File: src/rtl/interp8_if.sv
// interp8_if: valid/ready sample bus for the interp8 upsampler.
interface interp8_if #(parameter int WIDTH = 8);
  logic [WIDTH-1:0] SampleIN;
  logic             IN_VALID;
  logic             IN_READY;
  logic [WIDTH-1:0] SampleOUT;
  logic             OUT_VALID;
  logic             OUT_READY;
  modport master (output SampleIN, IN_VALID, OUT_READY, input IN_READY, SampleOUT, OUT_VALID);
  modport slave  (input SampleIN, IN_VALID, OUT_READY, output IN_READY, SampleOUT, OUT_VALID);
endinterface

File: src/rtl/interp8.sv
// interp8: linear-interpolation upsampler, 2**LOG2R outputs per input,
// stepping from the previous input sample toward the current one.
module interp8 #(
  parameter int WIDTH = 8,
  parameter int LOG2R = 3
) (
  input logic CLK,
  input logic RST_N,
  interp8_if.slave bus
);
  localparam logic [0:0] WAIT_IN = 1'b0;
  localparam logic [0:0] EMIT    = 1'b1;
  logic [0:0]       state_q, state_d;
  logic [WIDTH-1:0] prev_q, prev_d, cur_q, cur_d;
  logic [LOG2R-1:0] k_q, k_d;
  logic signed [WIDTH:0]       diff;
  logic signed [WIDTH+LOG2R:0] dx, kx, prod, step;
  logic last, in_xfer, out_xfer;
  assign last          = k_q == {LOG2R{1'b1}};
  assign bus.OUT_VALID = state_q == EMIT;
  assign bus.IN_READY  = (state_q == WAIT_IN) | (state_q == EMIT & last & bus.OUT_READY);
  assign in_xfer       = bus.IN_VALID & bus.IN_READY;
  assign out_xfer      = bus.OUT_VALID & bus.OUT_READY;
  // floor(K*(CUR-PREV)/R) via signed multiply and arithmetic shift; result stays within [PREV,CUR]
  assign diff          = $signed({1'b0, cur_q}) - $signed({1'b0, prev_q});
  assign dx            = {{LOG2R{diff[WIDTH]}}, diff};
  assign kx            = {{(WIDTH+1){1'b0}}, k_q};
  assign prod          = dx * kx;
  assign step          = prod >>> LOG2R;
  assign bus.SampleOUT = prev_q + step[WIDTH-1:0];
  always_comb begin
    state_d = state_q;
    prev_d  = prev_q;
    cur_d   = cur_q;
    k_d     = k_q;
    if (state_q == WAIT_IN) begin
      if (in_xfer) begin
        cur_d   = bus.SampleIN;
        k_d     = '0;
        state_d = EMIT;
      end
    end else if (out_xfer) begin
      k_d = last ? '0 : k_q + 1'b1;
      if (last) begin
        prev_d  = cur_q;
        cur_d   = in_xfer ? bus.SampleIN : cur_q;
        state_d = in_xfer ? EMIT : WAIT_IN;
      end
    end
  end
  always_ff @(posedge CLK or negedge RST_N) begin
    if (!RST_N) begin
      state_q <= WAIT_IN;
      prev_q  <= '0;
      cur_q   <= '0;
      k_q     <= '0;
    end else begin
      state_q <= state_d;
      prev_q  <= prev_d;
      cur_q   <= cur_d;
      k_q     <= k_d;
    end
  end
endmodule

File: src/flat_wrapper.sv
// flat-port wrapper written by rule: the top's interface ports become plain ports
module interp8_flat 
#(
  parameter int WIDTH = 8,
  parameter int LOG2R = 3
)
  (CLK, RST_N, bus_SampleIN, bus_IN_VALID, bus_OUT_READY, bus_IN_READY, bus_SampleOUT, bus_OUT_VALID);
  interp8_if #(.WIDTH(WIDTH)) bus_i ();
  input logic CLK;
  input logic RST_N;
  input wire logic [$bits(bus_i.SampleIN)-1:0] bus_SampleIN;
  input wire logic [$bits(bus_i.IN_VALID)-1:0] bus_IN_VALID;
  input wire logic [$bits(bus_i.OUT_READY)-1:0] bus_OUT_READY;
  output wire logic [$bits(bus_i.IN_READY)-1:0] bus_IN_READY;
  output wire logic [$bits(bus_i.SampleOUT)-1:0] bus_SampleOUT;
  output wire logic [$bits(bus_i.OUT_VALID)-1:0] bus_OUT_VALID;
  assign bus_i.SampleIN = bus_SampleIN;
  assign bus_i.IN_VALID = bus_IN_VALID;
  assign bus_i.OUT_READY = bus_OUT_READY;
  assign bus_IN_READY = bus_i.IN_READY;
  assign bus_SampleOUT = bus_i.SampleOUT;
  assign bus_OUT_VALID = bus_i.OUT_VALID;
  interp8 #(.WIDTH(WIDTH), .LOG2R(LOG2R)) u_core (.CLK(CLK), .RST_N(RST_N), .bus(bus_i));
endmodule
File: config.mk
export PLATFORM = sky130hd
export DESIGN_NAME = interp8_flat
export DESIGN_NICKNAME = d
export VERILOG_FILES = /design/src/rtl/interp8_if.sv /design/src/rtl/interp8.sv /design/src/flat_wrapper.sv
export SDC_FILE = /design/constraint.sdc
export NUM_CORES = 1
export LEC_CHECK = 0
export CORE_MARGIN = 4
export CORE_UTILIZATION = 29
export DETAILED_ROUTE_END_ITERATION = 6
export HOLD_SLACK_MARGIN = 0.05
export PLACE_DENSITY_LB_ADDON = 0.1
export SLEW_MARGIN = 20
export SYNTH_ARGS = -nofsm -noshare
export SYNTH_HDL_FRONTEND = slang
export SYNTH_SLANG_ARGS = --single-unit
File: constraint.sdc
create_clock -name CLK -period 16.8 [get_ports CLK]
set_clock_uncertainty 0.2 [all_clocks]
set_input_delay 3.36 -clock CLK [delete_from_list [all_inputs] [get_ports CLK]]
set_output_delay 3.36 -clock CLK [all_outputs]
set_load 0.03 [all_outputs]
==> summary.txt, run 1 <==
Status
  – Status: complete, no violations

STA
  – Fin crit share: ~56%
  – Maximum clock rate: between 100 and 150 MHz
  – Final setup fails: 0
  – Slew Viols, Final: 0
  – Max_slew headroom: about two fifths
  – Tmin final: approximately 9.4 ns
  – Final hold violations: 0
  – Setup_tns: 0 ns
  – RSZ-0062 raised after global routing: false
  – Slew @ Worst Pin: around 0.88 ns

Detailed routing
  – Post-Route WL: 4350 µm
  – Post-route ant nets: 0
  – Routed met2 length: about 2100 µm
  – Met1 WL: between 2000 and 2500 µm
  – Vias/cell: between 4 and 5
  – DR WL/cell: between 10 and 15 µm
  – Total number of vias: roughly 1600
  – Top Layer Used: met4
  – Initial DRC Count: 12
  – Pre-antenna DRT Iters: 4
  – DRC: 0
  – Met3 WL: approximately 84 µm

Synthesis
  – Cells after Synth: ~240
  – Mapped Area: 2270 µm²
  – Synth Register Bits: 20
  – Synth cell types: 37
  – Post-Syn Nets: 298
  – Average cell area after synthesis: between 9 and 10 µm²
  – YS warnings: 0
  – Seq/Total Area, Yosys: between 20% and 30%

Worst setup path
  – Max FO, Critical Path: 5
  – Crit path kind: reg2out
  – CP top delay family: adder cells
  – Crit path top cell by count: ha_1
  – CP max stage delay: ~0.60 ns
  – Critical-path cell with the highest stage delay: clkdlybuf4s50_1
  – Critical Path Start Type: register
  – Critical path capture point type: output port
  – Worst path required time: between 10 and 15 ns
  – Crit path arrival time: a little under 6 ns
  – Critical path buffers and inverters: 4

GRT
  – Total gr overflow: 0
  – Number of global-route vias before repair: about 1600
  – Pin count of the biggest net entering global routing: 21
  – GRT Total Usage: between 10% and 20%
  – Global-route wire length before repair: about 7500 µm
  – Initial antenna violation count: 0

Placed design
  – RePlAce Congestion: 0.725
  – Hpwl dp: around 3700 µm
  – # port buffers: 21
  – Placed Area: around 2600 µm²

Cells and area
  – Register Area: about 500 µm²
  – Commonest non-fill, non-tap cells in the layout: inv_1, ha_1, clkdlybuf4s50_1
  – Area Growth Syn to Fin: 16.5%
  – Share of cells above drive strength 1: about a tenth
  – Post-route cell area: roughly 2600 µm²
  – Multi-input gate area: 1600 µm²
  – Commonest non-fill, non-tap cell in the layout: inv_1
  – Fill cells: 764
  – Nets: 320
  – Inserted Diodes: 0

Floorplan
  – Die ar.: 9300 µm²
  – Boundary pin count: 22
  – Chip Height: between 90 and 100 µm
  – Row count: 31
  – Die width: between 90 and 100 µm
  – Initial Utilization: a little under a third
  – Core area: around 7400 µm²

Clock network
  – Post-cts sizing count: 0
  – TritonCTS sink count: 20
  – Post-CTS Setup Inserts: 0
  – Cts hold-fix bufs: 0
  – CTS root buf: clkbuf_8
  – Max clock buf depth: 2
  – CTS tree: built
  – Worst skew pair latency: about 0.25 ns
  – CTS Buf Count: 3
  – Reg clk slew, reported paths: roughly 0.07 ns
  – Max H-tree Level: 1

Job
  – Max-cap violations: 0

Hold path
  – Hold Path Class: reg2reg
## logic make-up after synthesis
kind of cell,after synthesis,synth area share [%]
compound gates,35,11.6
xor+xnor,20,8.33
fa+ha+maj,43,27.0
buf+inv,44,7.28
flops,20,22.1
mux,18,8.77
simple gates,63,14.9
## flip-flops by register name, indices dropped and copies added, names as in the netlist
name,flops
u_core.bus.OUT_VALID,1
u_core.k_q,3
u_core.prev_q,8
u_core.cur_q,8
## area by class of cell
cell class / count / share of cell area, %
multi-input cells: 179 / 60.7
flip-flops and latches: 20 / 18.9
repair buffers: 21 / 7.95
inverters: 40 / 5.68
well taps: 99 / 4.69
clock buffers: 4 / 2.08
## per-stage QoR
| stage | utilization (%) | hold WS [ns] | cells | setup slack [ns] |
|---|---|---|---|---|
| finish | 35.7 | 0.308 | 363 | 7.40 |
| global route | 35.7 | 0.345 | 363 | 6.95 |
| CTS | 35.7 | 0.312 | 363 | 7.31 |
| detailed placement | 34.9 | 0.295 | 359 | 7.63 |
| global placement | 34.9 | 0.292 | 359 | 7.63 |
| floorplan | - | 0.279 | 243 | 8.57 |
## per-layer routing
metal	vias up	global-route usage [%]
met4	0	3.15
met2	18	17.6
met1	753	14.0
li1	843	-
met3	4	0.620
met5	-	0
## worst paths after layout
path	startpoint	end	slack [ns]	cells after the start
setup / recovery	u_core.prev_q[1]$_DFFE_PN0P_	bus_SampleOUT[7]	7.40	25
setup reg to reg	u_core.k_q[0]$_DFFE_PN0P_	u_core.cur_q[1]$_DFFE_PN0P_	14.59	6
max in group asynchronous	RST_N	u_core.k_q[0]$_DFFE_PN0P_	12.46	1
hold reg to reg	u_core.cur_q[0]$_DFFE_PN0P_	u_core.cur_q[0]$_DFFE_PN0P_	0.31	1
hold / removal	u_core.cur_q[0]$_DFFE_PN0P_	u_core.cur_q[0]$_DFFE_PN0P_	0.31	1
min in group asynchronous	RST_N	u_core.cur_q[7]$_DFFE_PN0P_	3.40	1
## cell usage after synthesis
| master | n | area [µm²] |
|---|---|---|
| a31o_2 | 1 | 8.76 |
| o31a_1 | 1 | 8.76 |
| nor2b_4 | 1 | 13.8 |
| o41ai_4 | 1 | 27.5 |
| a21o_1 | 2 | 15.0 |
| nand2_1 | 14 | 52.6 |
| nor3_1 | 2 | 10.0 |
| mux2_2 | 15 | 169 |
| nor3b_1 | 2 | 15.0 |
| mux2i_1 | 3 | 30.0 |
| a21boi_0 | 2 | 15.0 |
| o21ai_0 | 7 | 35.0 |
| o22ai_2 | 1 | 12.5 |
| ha_1 | 33 | 413 |
| o21ai_2 | 1 | 8.76 |
| fa_1 | 10 | 200 |
| a21oi_1 | 8 | 40.0 |
| inv_1 | 40 | 150 |
| nor2b_1 | 7 | 43.8 |
| o21bai_1 | 2 | 15.0 |
| xnor2_1 | 17 | 149 |
| or3_1 | 3 | 18.8 |
| a21oi_2 | 1 | 8.76 |
| dfrtp_1 | 20 | 500 |
| nor2_1 | 13 | 48.8 |
| or3b_1 | 1 | 8.76 |
| nand2b_1 | 7 | 43.8 |
| a32o_1 | 3 | 30.0 |
| a21boi_1 | 1 | 7.51 |
| and2_1 | 10 | 62.6 |
| xor2_1 | 2 | 17.5 |
| nand4b_1 | 1 | 8.76 |
| nand3b_1 | 1 | 7.51 |
| nand3_1 | 1 | 5.00 |
| xnor3_1 | 1 | 22.5 |
| o21a_1 | 4 | 30.0 |
| clkbuf_1 | 4 | 15.0 |
Power of run 1 is left out: the tool's default activity adds up to more than one toggle a clock period on the data nets, which glitch-free logic cannot reach.
==> run 2, diff against run 1 <==
Clock period 16.8 ns to 9.8 ns, I/O delays scaled along.
==> run 2 against run 1 <==
  * Cell count shrank 0.28%
  * Highest routed layer unchanged
  * Via count shrank 0.68%
  * Global-route usage fell by 0.068 points
  * First-iteration DRC count grew 140%
  * Count of clock-buffer cells in the layout fell by 1
  * Sequential share of layout area up 0.099 points
==> summary.txt, run 2 (synthesis results as in run 1) <==
Status
  – Status: complete, no violations

Clock network
  – Reg clk slew, reported paths: 0.07 ns (about the same)
  – Max clock buf depth: 2 (unchanged)
  – Worst skew pair latency: 0.25 ns (about the same)
  – CTS tree: built
  – CTS Buf Count: 3 (unchanged)
  – CTS root buf: clkbuf_8
  – Post-CTS Setup Inserts: 0 (unchanged)
  – Post-cts sizing count: 0 (unchanged)
  – Cts hold-fix bufs: 0 (unchanged)
  – Max H-tree Level: 1 (unchanged)
  – TritonCTS sink count: 20 (unchanged)

Cells and area
  – Largest regs: u_core.cur_q x8, u_core.prev_q x8, u_core.k_q x3
  – Commonest non-fill, non-tap cells in the layout: inv_1, ha_1, clkdlybuf4s50_1
  – Inserted Diodes: 0 (unchanged)
  – Commonest non-fill, non-tap cell in the layout: inv_1
  – Share of cells above drive strength 1: 9.13% (-0.34 points)
  – Nets: 320 (unchanged)
  – Post-route cell area: 2630 µm² (-0.52%)
  – Area Growth Syn to Fin: 15.9%

Worst setup path
  – Max FO, Critical Path: 5 (unchanged)
  – Critical path buffers and inverters: 4 (unchanged)
  – Crit path arrival time: 5.84 ns (about the same)
  – Worst path required time: 7.64 ns (-5.60 ns)
  – Critical Path Start Type: register
  – Critical path capture point type: output port
  – Crit path kind: reg2out
  – Crit path top cell by count: ha_1
  – Critical-path cell with the highest stage delay: clkdlybuf4s50_1
  – CP top delay family: adder cells
  – CP max stage delay: 0.60 ns (about the same)

Floorplan
  – Chip Height: 96.4 µm (unchanged)
  – Initial Utilization: 30.6% (unchanged)
  – Die width: 96.4 µm (unchanged)
  – Boundary pin count: 22 (unchanged)
  – Row count: 31 (unchanged)
  – Die ar.: 9300 µm² (unchanged)
  – Core area: 7410 µm² (unchanged)

STA
  – Setup_tns: 0 ns (unchanged)
  – Tmin final: 8.00 ns
  – Final hold violations: 0 (unchanged)
  – RSZ-0062 raised after global routing: false
  – Slew @ Worst Pin: 0.895 ns (+0.0165 ns)
  – Fin crit share: about 82%
  – Slew Viols, Final: 0 (unchanged)
  – Maximum clock rate: about 120 MHz
  – Max_slew headroom: 40.1% (-1.1 points)
  – Final setup fails: 0 (unchanged)

Detailed routing
  – Post-Route WL: 4350 µm (about the same)
  – DR WL/cell: 12.0 µm (+0.30%)
  – Total number of vias: 1607 (-0.68%)
  – Initial DRC Count: 29 (+17)
  – Pre-antenna DRT Iters: 4 (unchanged)
  – Post-route ant nets: 0 (unchanged)
  – DRC: 0 (unchanged)
  – Vias/cell: 4.44 (-0.41%)

GRT
  – Pin count of the biggest net entering global routing: 21 (unchanged)
  – Global routing met2 resource utilization: 18.4% (+0.80 points)
  – Met3 global-route usage: 0.775% (+0.15 points)
  – Busiest grt layer: met2
  – Global-route wire length before repair: 7450 µm (-0.45%)
  – Number of global-route vias before repair: 1657 (+3.2%)
  – Total gr overflow: 0 (unchanged)
  – M1 GR Usage: 13.3% (-0.68 points)
  – GRT Total Usage: 10.2% (-0.068 points)
  – Initial antenna violation count: 0 (unchanged)

Placed design
  – Hpwl dp: 3750 µm (+0.25%)
  – RePlAce Congestion: 0.725 (unchanged)
  – Placed Area: 2590 µm² (unchanged)
  – # port buffers: 21 (unchanged)

Job
  – Max-cap violations: 0 (unchanged)

Hold path
  – Hold Path Class: reg2reg
## run 2: area by class of cell
type	instances	area, µm²
timing repair buffer	21	210
fill	776	4780
inverter	40	150
sequential	20	500
clock buffer	3	41.3
tap	99	124
multi-input combinational	179	1600
## run 2: worst paths after layout
path,startpoint,endpoint,slack [ns],cells after the start
min reg2reg,u_core.cur_q[0]$_DFFE_PN0P_,u_core.cur_q[0]$_DFFE_PN0P_,0.30,1
max reg2reg,u_core.k_q[0]$_DFFE_PN0P_,u_core.cur_q[2]$_DFFE_PN0P_,7.59,6
max in group asynchronous,RST_N,u_core.prev_q[1]$_DFFE_PN0P_,6.84,1
min in group asynchronous,RST_N,u_core.cur_q[7]$_DFFE_PN0P_,2.01,1
max,u_core.prev_q[1]$_DFFE_PN0P_,bus_SampleOUT[7],1.80,25
min,u_core.cur_q[0]$_DFFE_PN0P_,u_core.cur_q[0]$_DFFE_PN0P_,0.30,1
## run 2: per-stage QoR
step	hold slack, ns	worst slack [ns]	utilization, %	std cells
after floorplan	0.279	2.97	-	243
after global placement	0.292	2.03	34.9	359
after detailed placement	0.295	2.03	34.9	359
after CTS	0.311	1.73	35.5	362
after global routing	0.346	1.38	35.5	362
final	0.304	1.80	35.5	362
## run 2: layer usage
layer | share of wire (%) | vias up | routed length (µm)
met5 | 0 | - | 0
met4 | 0.53 | 0 | 23
met3 | 1.9 | 2 | 84
met2 | 49 | 16 | 2120
met1 | 49 | 750 | 2130
li1 | - | 839 | -
Power of run 2 is left out for the same reason.
==> RTL edit 1 (config.mk and constraints of run 2) <==
`WIDTH` is set to 8 in 3 places; all go to 10.
--- a/src/rtl/interp8_if.sv
+++ b/src/rtl/interp8_if.sv
@@ -1,4 +1,4 @@
 // interp8_if: valid/ready sample bus for the interp8 upsampler.
-interface interp8_if #(parameter int WIDTH = 8);
+interface interp8_if #(parameter int WIDTH = 10);
   logic [WIDTH-1:0] SampleIN;
   logic             IN_VALID;
--- a/src/rtl/interp8.sv
+++ b/src/rtl/interp8.sv
@@ -2,5 +2,5 @@
 // stepping from the previous input sample toward the current one.
 module interp8 #(
-  parameter int WIDTH = 8,
+  parameter int WIDTH = 10,
   parameter int LOG2R = 3
 ) (
--- a/src/flat_wrapper.sv
+++ b/src/flat_wrapper.sv
@@ -2,5 +2,5 @@
 module interp8_flat 
 #(
-  parameter int WIDTH = 8,
+  parameter int WIDTH = 10,
   parameter int LOG2R = 3
 )
Interface: changed (resized bus_SampleIN and bus_SampleOUT); port bits go from 22 to 26. The function was not compared with the original's and may differ.
==> RTL edit 1 against run 2 <==
Design area is 23% higher; area after synthesis grew 23%; sequential cell count grew 4; count of clock-buffer cells in the layout unchanged; worst setup slack worse by 0.53 ns; non-clock buffer count increased by 4; routed wire length is 25% higher; critical path type unchanged.
Power is left out: the tool's default activity adds up to more than one toggle a clock period on the data nets, which glitch-free logic cannot reach.
==> RTL edit 1: results (changes against run 2) <==
The run finished with clean final reports. The number of vias per cell came out at 4.444 (+0.12%). The H-tree depth reported by CTS came out at 1 (unchanged). The distinct cell type count of the synthesized netlist came out at 43 (+16%). The number of multi-input logic gates is 230 (+28%). The post-synthesis share of cell area spent on xor and xnor gates is 8.056% (-0.27 points). The total congestion overflow is 0 (unchanged). The wire length of the first global-routing pass came to 9.528 mm (+28%).

Among all flip-flop cells after synthesis, the most frequent one is sky130_fd_sc_hd__dfrtp_1. The clock transition at the register clock pins on the worst setup and hold paths after CTS came to 0.09 ns (+0.02 ns). The share of post-route cells with drive strength above 1 is 8.485% (-0.64 points). The portion of netlist area occupied by mux cells came to 8.056% (-0.71 points). The biggest fanout along the worst timing path came out at 4 (-1). The routed wire length was 5.461 mm (+25%). The number of non-clock buffers came out at 25 (+19%). The weighted congestion reported at the end of routability-driven placement was 0.7494 (+3.3%).

The area taken by flip-flops and latches came out at 600.6 sq um (+20%). The placed wire-length estimate after detailed placement is 4.710 mm (+26%). After synthesis, the cell types taking the most area are sky130_fd_sc_hd__dfrtp_1, sky130_fd_sc_hd__ha_1, sky130_fd_sc_hd__fa_1. The global-route usage over all layers came to 10.30% (+0.049 points). The count of inverters not on the clock network in the layout came out at 47 (+18%).

The number of buffers added on ports is 25 (+19%). The post-synth net total is 372 (+25%). In the final layout, the registers with the most flip-flops are u_core.cur_q (10), u_core.prev_q (10), u_core.k_q (3). The total negative slack came out at 0 ns (unchanged). The adder and majority cell fraction of the synthesized area came out at 27.09% (+0.066 points). The number of DRC violations after detailed-routing iteration 0 came out at 38 (+31%). The number of cells on the worst reg-to-reg path was 6 (unchanged). The tree is rooted in a sky130_fd_sc_hd__clkbuf_8. The fraction of the mapped netlist area in compound gates is 14.63% (+3.0 points). The diode insertion count for antenna repair came out at 0 (unchanged). The worst slew slack as a fraction of its limit is 59.72% (+20 points). The sequential cell area fraction in the yosys report came out at 21.60% (-0.46 points). The buffer share of cell area came out at 7.562% (-0.43 points). The async set-reset flop share out of synthesis came out at 100.0% (unchanged).

The number of clock buffers in the layout is 3 (unchanged). The min-delay analysis places its worst path in the category reg2reg. The endpoint arrival time on the critical path is 6.37 ns (+0.53 ns). The fraction of area in multi-input gates came out at 61.30% (+0.33 points). The number of nets in the finished design is 398 (+24%).

The number of cells on the worst hold path came out at 1 (unchanged). The via count of the first global-routing pass is 2,000 (+21%). The number of fill cells in the layout was 1,020 (+31%).

The clock-cell share of area is 2.199% (+0.63 points). The number of warnings reported in the yosys synthesis log came out at 0 (unchanged). The maximum number of pins on one net before global-route repair came out at 25 (+19%).

The worst-case clock buffer depth came out at 2 (unchanged). The setup fix buffers added after clock tree synthesis was 0 (unchanged). The count of state elements after synthesis was 24 (+20%). The clock latency of the later-clocked register in the worst-skew pair is 0.27 ns (+0.02 ns).

Counting instances in the post-synthesis netlist gives the leading cell types as sky130_fd_sc_hd__inv_1, sky130_fd_sc_hd__ha_1, sky130_fd_sc_hd__dfrtp_1, sky130_fd_sc_hd__mux2_2.
## RTL edit 1: cell types whose count changed in the layout (fill, tap and decap cells not counted), sizes merged, moves of 6 or more
cell	delta
inv	+7
nor2b	-6
a21oi	+8
o21ai	+7
and2	+8
xor2	+6
ha	+8
## RTL edit 1: routing by layer
layer  vias to the layer above  GRT usage, %  share of wire (%)
met5                         -             0                  0
met3                         5         1.032                2.3
met4                         0         2.220               0.99
met1                       936         15.41                 55
met2                        20         16.03                 42
li1                       1079             -                  -
## RTL edit 1: critical path, stage by stage, from the launching register on
cell and delay, ns:
sky130_fd_sc_hd__dfrtp_1 0.39, sky130_fd_sc_hd__inv_1 0.08, sky130_fd_sc_hd__ha_1 0.17, sky130_fd_sc_hd__inv_1 0.05, sky130_fd_sc_hd__fa_1 0.39, sky130_fd_sc_hd__a21o_1 0.21, sky130_fd_sc_hd__a21oi_2 0.26, sky130_fd_sc_hd__o21bai_1 0.11
sky130_fd_sc_hd__a21oi_1 0.20, sky130_fd_sc_hd__xnor2_1 0.13, sky130_fd_sc_hd__and2_1 0.18, sky130_fd_sc_hd__ha_1 0.27, sky130_fd_sc_hd__inv_1 0.05, sky130_fd_sc_hd__fa_1 0.53, sky130_fd_sc_hd__inv_1 0.04, sky130_fd_sc_hd__ha_1 0.34
sky130_fd_sc_hd__o21ai_0 0.08, sky130_fd_sc_hd__o21ai_0 0.13, sky130_fd_sc_hd__a221oi_1 0.30, sky130_fd_sc_hd__xnor2_1 0.16, sky130_fd_sc_hd__ha_1 0.28, sky130_fd_sc_hd__a2111oi_0 0.40, sky130_fd_sc_hd__a21oi_1 0.12, sky130_fd_sc_hd__xnor3_1 0.39
sky130_fd_sc_hd__xnor2_1 0.15, sky130_fd_sc_hd__clkdlybuf4s50_1 0.69
## RTL edit 1: through the flow
stage	cell area [sq um]	worst slack (ns)	instances	utilization [%]	hold WS [ns]
floorplan	2780	2.245	305	-	0.2794
global placement	3177	1.527	455	34.22	0.2965
detailed placement	3172	1.513	455	34.16	0.3051
CTS	3243	1.186	459	34.93	0.3264
global route	3243	0.7836	459	34.93	0.3607
finish	3243	1.273	459	34.93	0.3210
## RTL edit 1: worst paths after layout
kind / startpoint / to / slack [ns]
max in group asynchronous: RST_N / u_core.prev_q[5] / 7.57
min: u_core.cur_q[0] / u_core.cur_q[0] / 0.32
min in group asynchronous: RST_N / u_core.cur_q[0] / 1.46
min reg2reg: u_core.cur_q[0] / u_core.cur_q[0] / 0.32
max: u_core.cur_q[0] / bus_SampleOUT[9] / 1.27
max reg2reg: u_core.k_q[0] / u_core.cur_q[6] / 7.49
==> RTL edit 2 (flow settings as in run 2) <==
Without the edit above. Reset style: synchronous (`RST_N`), changed in one clocked block.
--- a/src/rtl/interp8.sv
+++ b/src/rtl/interp8.sv
@@ -49,5 +49,5 @@
     end
   end
-  always_ff @(posedge CLK or negedge RST_N) begin
+  always_ff @(posedge CLK) begin
     if (!RST_N) begin
       state_q <= WAIT_IN;
Function: differs if RST_N is asserted again (counterexample within 4 cycles, from zero or initial values and one cycle with RST_N low); with RST_N held inactive, the same outputs for 4 cycles.
==> RTL edit 2 against run 2 <==
Routed wire length grew 1.9%; global-route usage rose by 0.14 points; utilization fell by 1.2 points; area after synthesis up 0.44%; worst setup slack better by 0.063 ns; worst hold slack gained 0.022 ns; sequential cell count stayed put; design area rose by 0.24%.
Power is left out: it rests on default switching activity, and per cell area and clock period it moved more than threefold.
==> RTL edit 2: results (changes against run 2) <==
The gate count of the mapped netlist is 265 (+9.1%). The die width is 96.64 um (+0.20%). The placed wire-length estimate after detailed placement is 3.771 mm (+0.49%). The number of nets in the finished design is 340 (+6.3%).

The share of post-route cells with drive strength above 1 came to 3.534% (-5.6 points). The number of cells on the worst hold path came out at 2 (+1). The global-route usage over all layers came to 10.39% (+0.14 points).

The worst register-to-register path begins at u_core.k_q[0]. The largest registers in the layout are u_core.cur_q (8), u_core.prev_q (8), u_core.k_q (3). For hold timing, the worst endpoint is u_core.cur_q[0]. The area of placed instances is 2594 sq um (+0.24%). The count of placed standard cells including taps was 382 (+6.4%).

The met1 track utilization from global routing is 14.29% (+0.97 points). The met3 usage in global routing came out at 2.019% (+1.2 points). The async set-reset flop share out of synthesis is 0% (-100 points). Counting instances in the post-synthesis netlist gives the leading cell types as sky130_fd_sc_hd__inv_1, sky130_fd_sc_hd__ha_1, sky130_fd_sc_hd__nor2b_1, sky130_fd_sc_hd__dfxtp_1. The number of buffers added on ports was 21 (unchanged). The endpoint arrival time on the critical path came out at 5.78 ns (-0.06 ns). The routed length on met2 is 2.086 mm (-1.4%).

The critical hold path startpoint is u_core.cur_q[0]. The timing-limited maximum frequency came out at 0.1260 GHz (+0.79%). The weighted congestion reported at the end of routability-driven placement came out at 0.7263 (+0.12%).

The setup fix buffers added after clock tree synthesis is 0 (unchanged). The run finished with clean final reports. The via count of the first global-routing pass was 1,735 (+4.7%). The worst setup slack for register-to-register paths was 7.60 ns (about the same). The met3 wire length came to 112 um (+33%).

The number of cells on the worst reg-to-reg path came out at 6 (unchanged). The endpoint identified for the worst register-to-register timing path is u_core.prev_q[1]. The post-synth net total came out at 320 (+7.4%). After synthesis, the cell types taking the most area are sky130_fd_sc_hd__ha_1, sky130_fd_sc_hd__dfxtp_1, sky130_fd_sc_hd__fa_1.

The filler-free cell count of the finished design is 385 (+6.4%). The wire length of the first global-routing pass came out at 8.252 mm (+11%). The routed wire length came to 4.434 mm (+1.9%). In this run the worst hold path is classified as reg2reg. The number of vias per cell is 4.314 (-2.8%). The most used flip-flop cell after synthesis is sky130_fd_sc_hd__dfxtp_1. The routed length on met1 is 2.225 mm (+4.5%). The diode insertion count for antenna repair is 0 (unchanged). The number of fill cells in the layout came out at 829 (+6.8%). The worst setup path startpoint is u_core.prev_q[1]. Among all stages on the critical path, the largest delay is contributed by sky130_fd_sc_hd__clkdlybuf4s50_1. The met2 track demand over resource in global routing came out at 17.68% (-0.72 points).

The post-route worst hold slack came out at 0.3261 ns (+0.02162 ns). The worst slack after detailed placement was 2.111 ns (+0.07963 ns). The sequential cell area fraction in the yosys report came to 17.57% (-4.5 points). The number of DRC violations after detailed-routing iteration 0 came out at 56 (+93%). The transition at the pin with the smallest max-transition slack came out at 0.5575 ns (-0.3378 ns).
## RTL edit 2: cell count changes after synthesis, moves of 14 or more
cell,before,now
sky130_fd_sc_hd__dfrtp_1,20,0
sky130_fd_sc_hd__dfxtp_1,0,20
sky130_fd_sc_hd__nor2b_1,7,26
sky130_fd_sc_hd__mux2i_1,3,17
sky130_fd_sc_hd__mux2_2,15,1
## RTL edit 2: logic make-up (layout without fill, tap and decap cells)
logic type	count (synthesis)	after routing	synth area share (%)
AO/OA/AOI/OAI	36	36	11.59
flip-flops	20	20	17.57
XOR/XNOR	20	20	8.292
AND/OR/NAND/NOR	82	82	20.10
multiplexers	18	18	7.962
buffers and inverters	46	64	7.578
adder cells (fa/ha/maj)	43	43	26.91
## RTL edit 2: layout make-up
cell class | instances | area, sq um | area share (%)
multi-input combinational | 199 | 1705 | 64.72
timing repair buffer | 21 | 210.2 | 7.977
clock buffer | 3 | 41.29 | 1.567
inverter | 40 | 150.1 | 5.698
sequential | 20 | 400.4 | 15.19
tap | 102 | 127.6 | 4.843
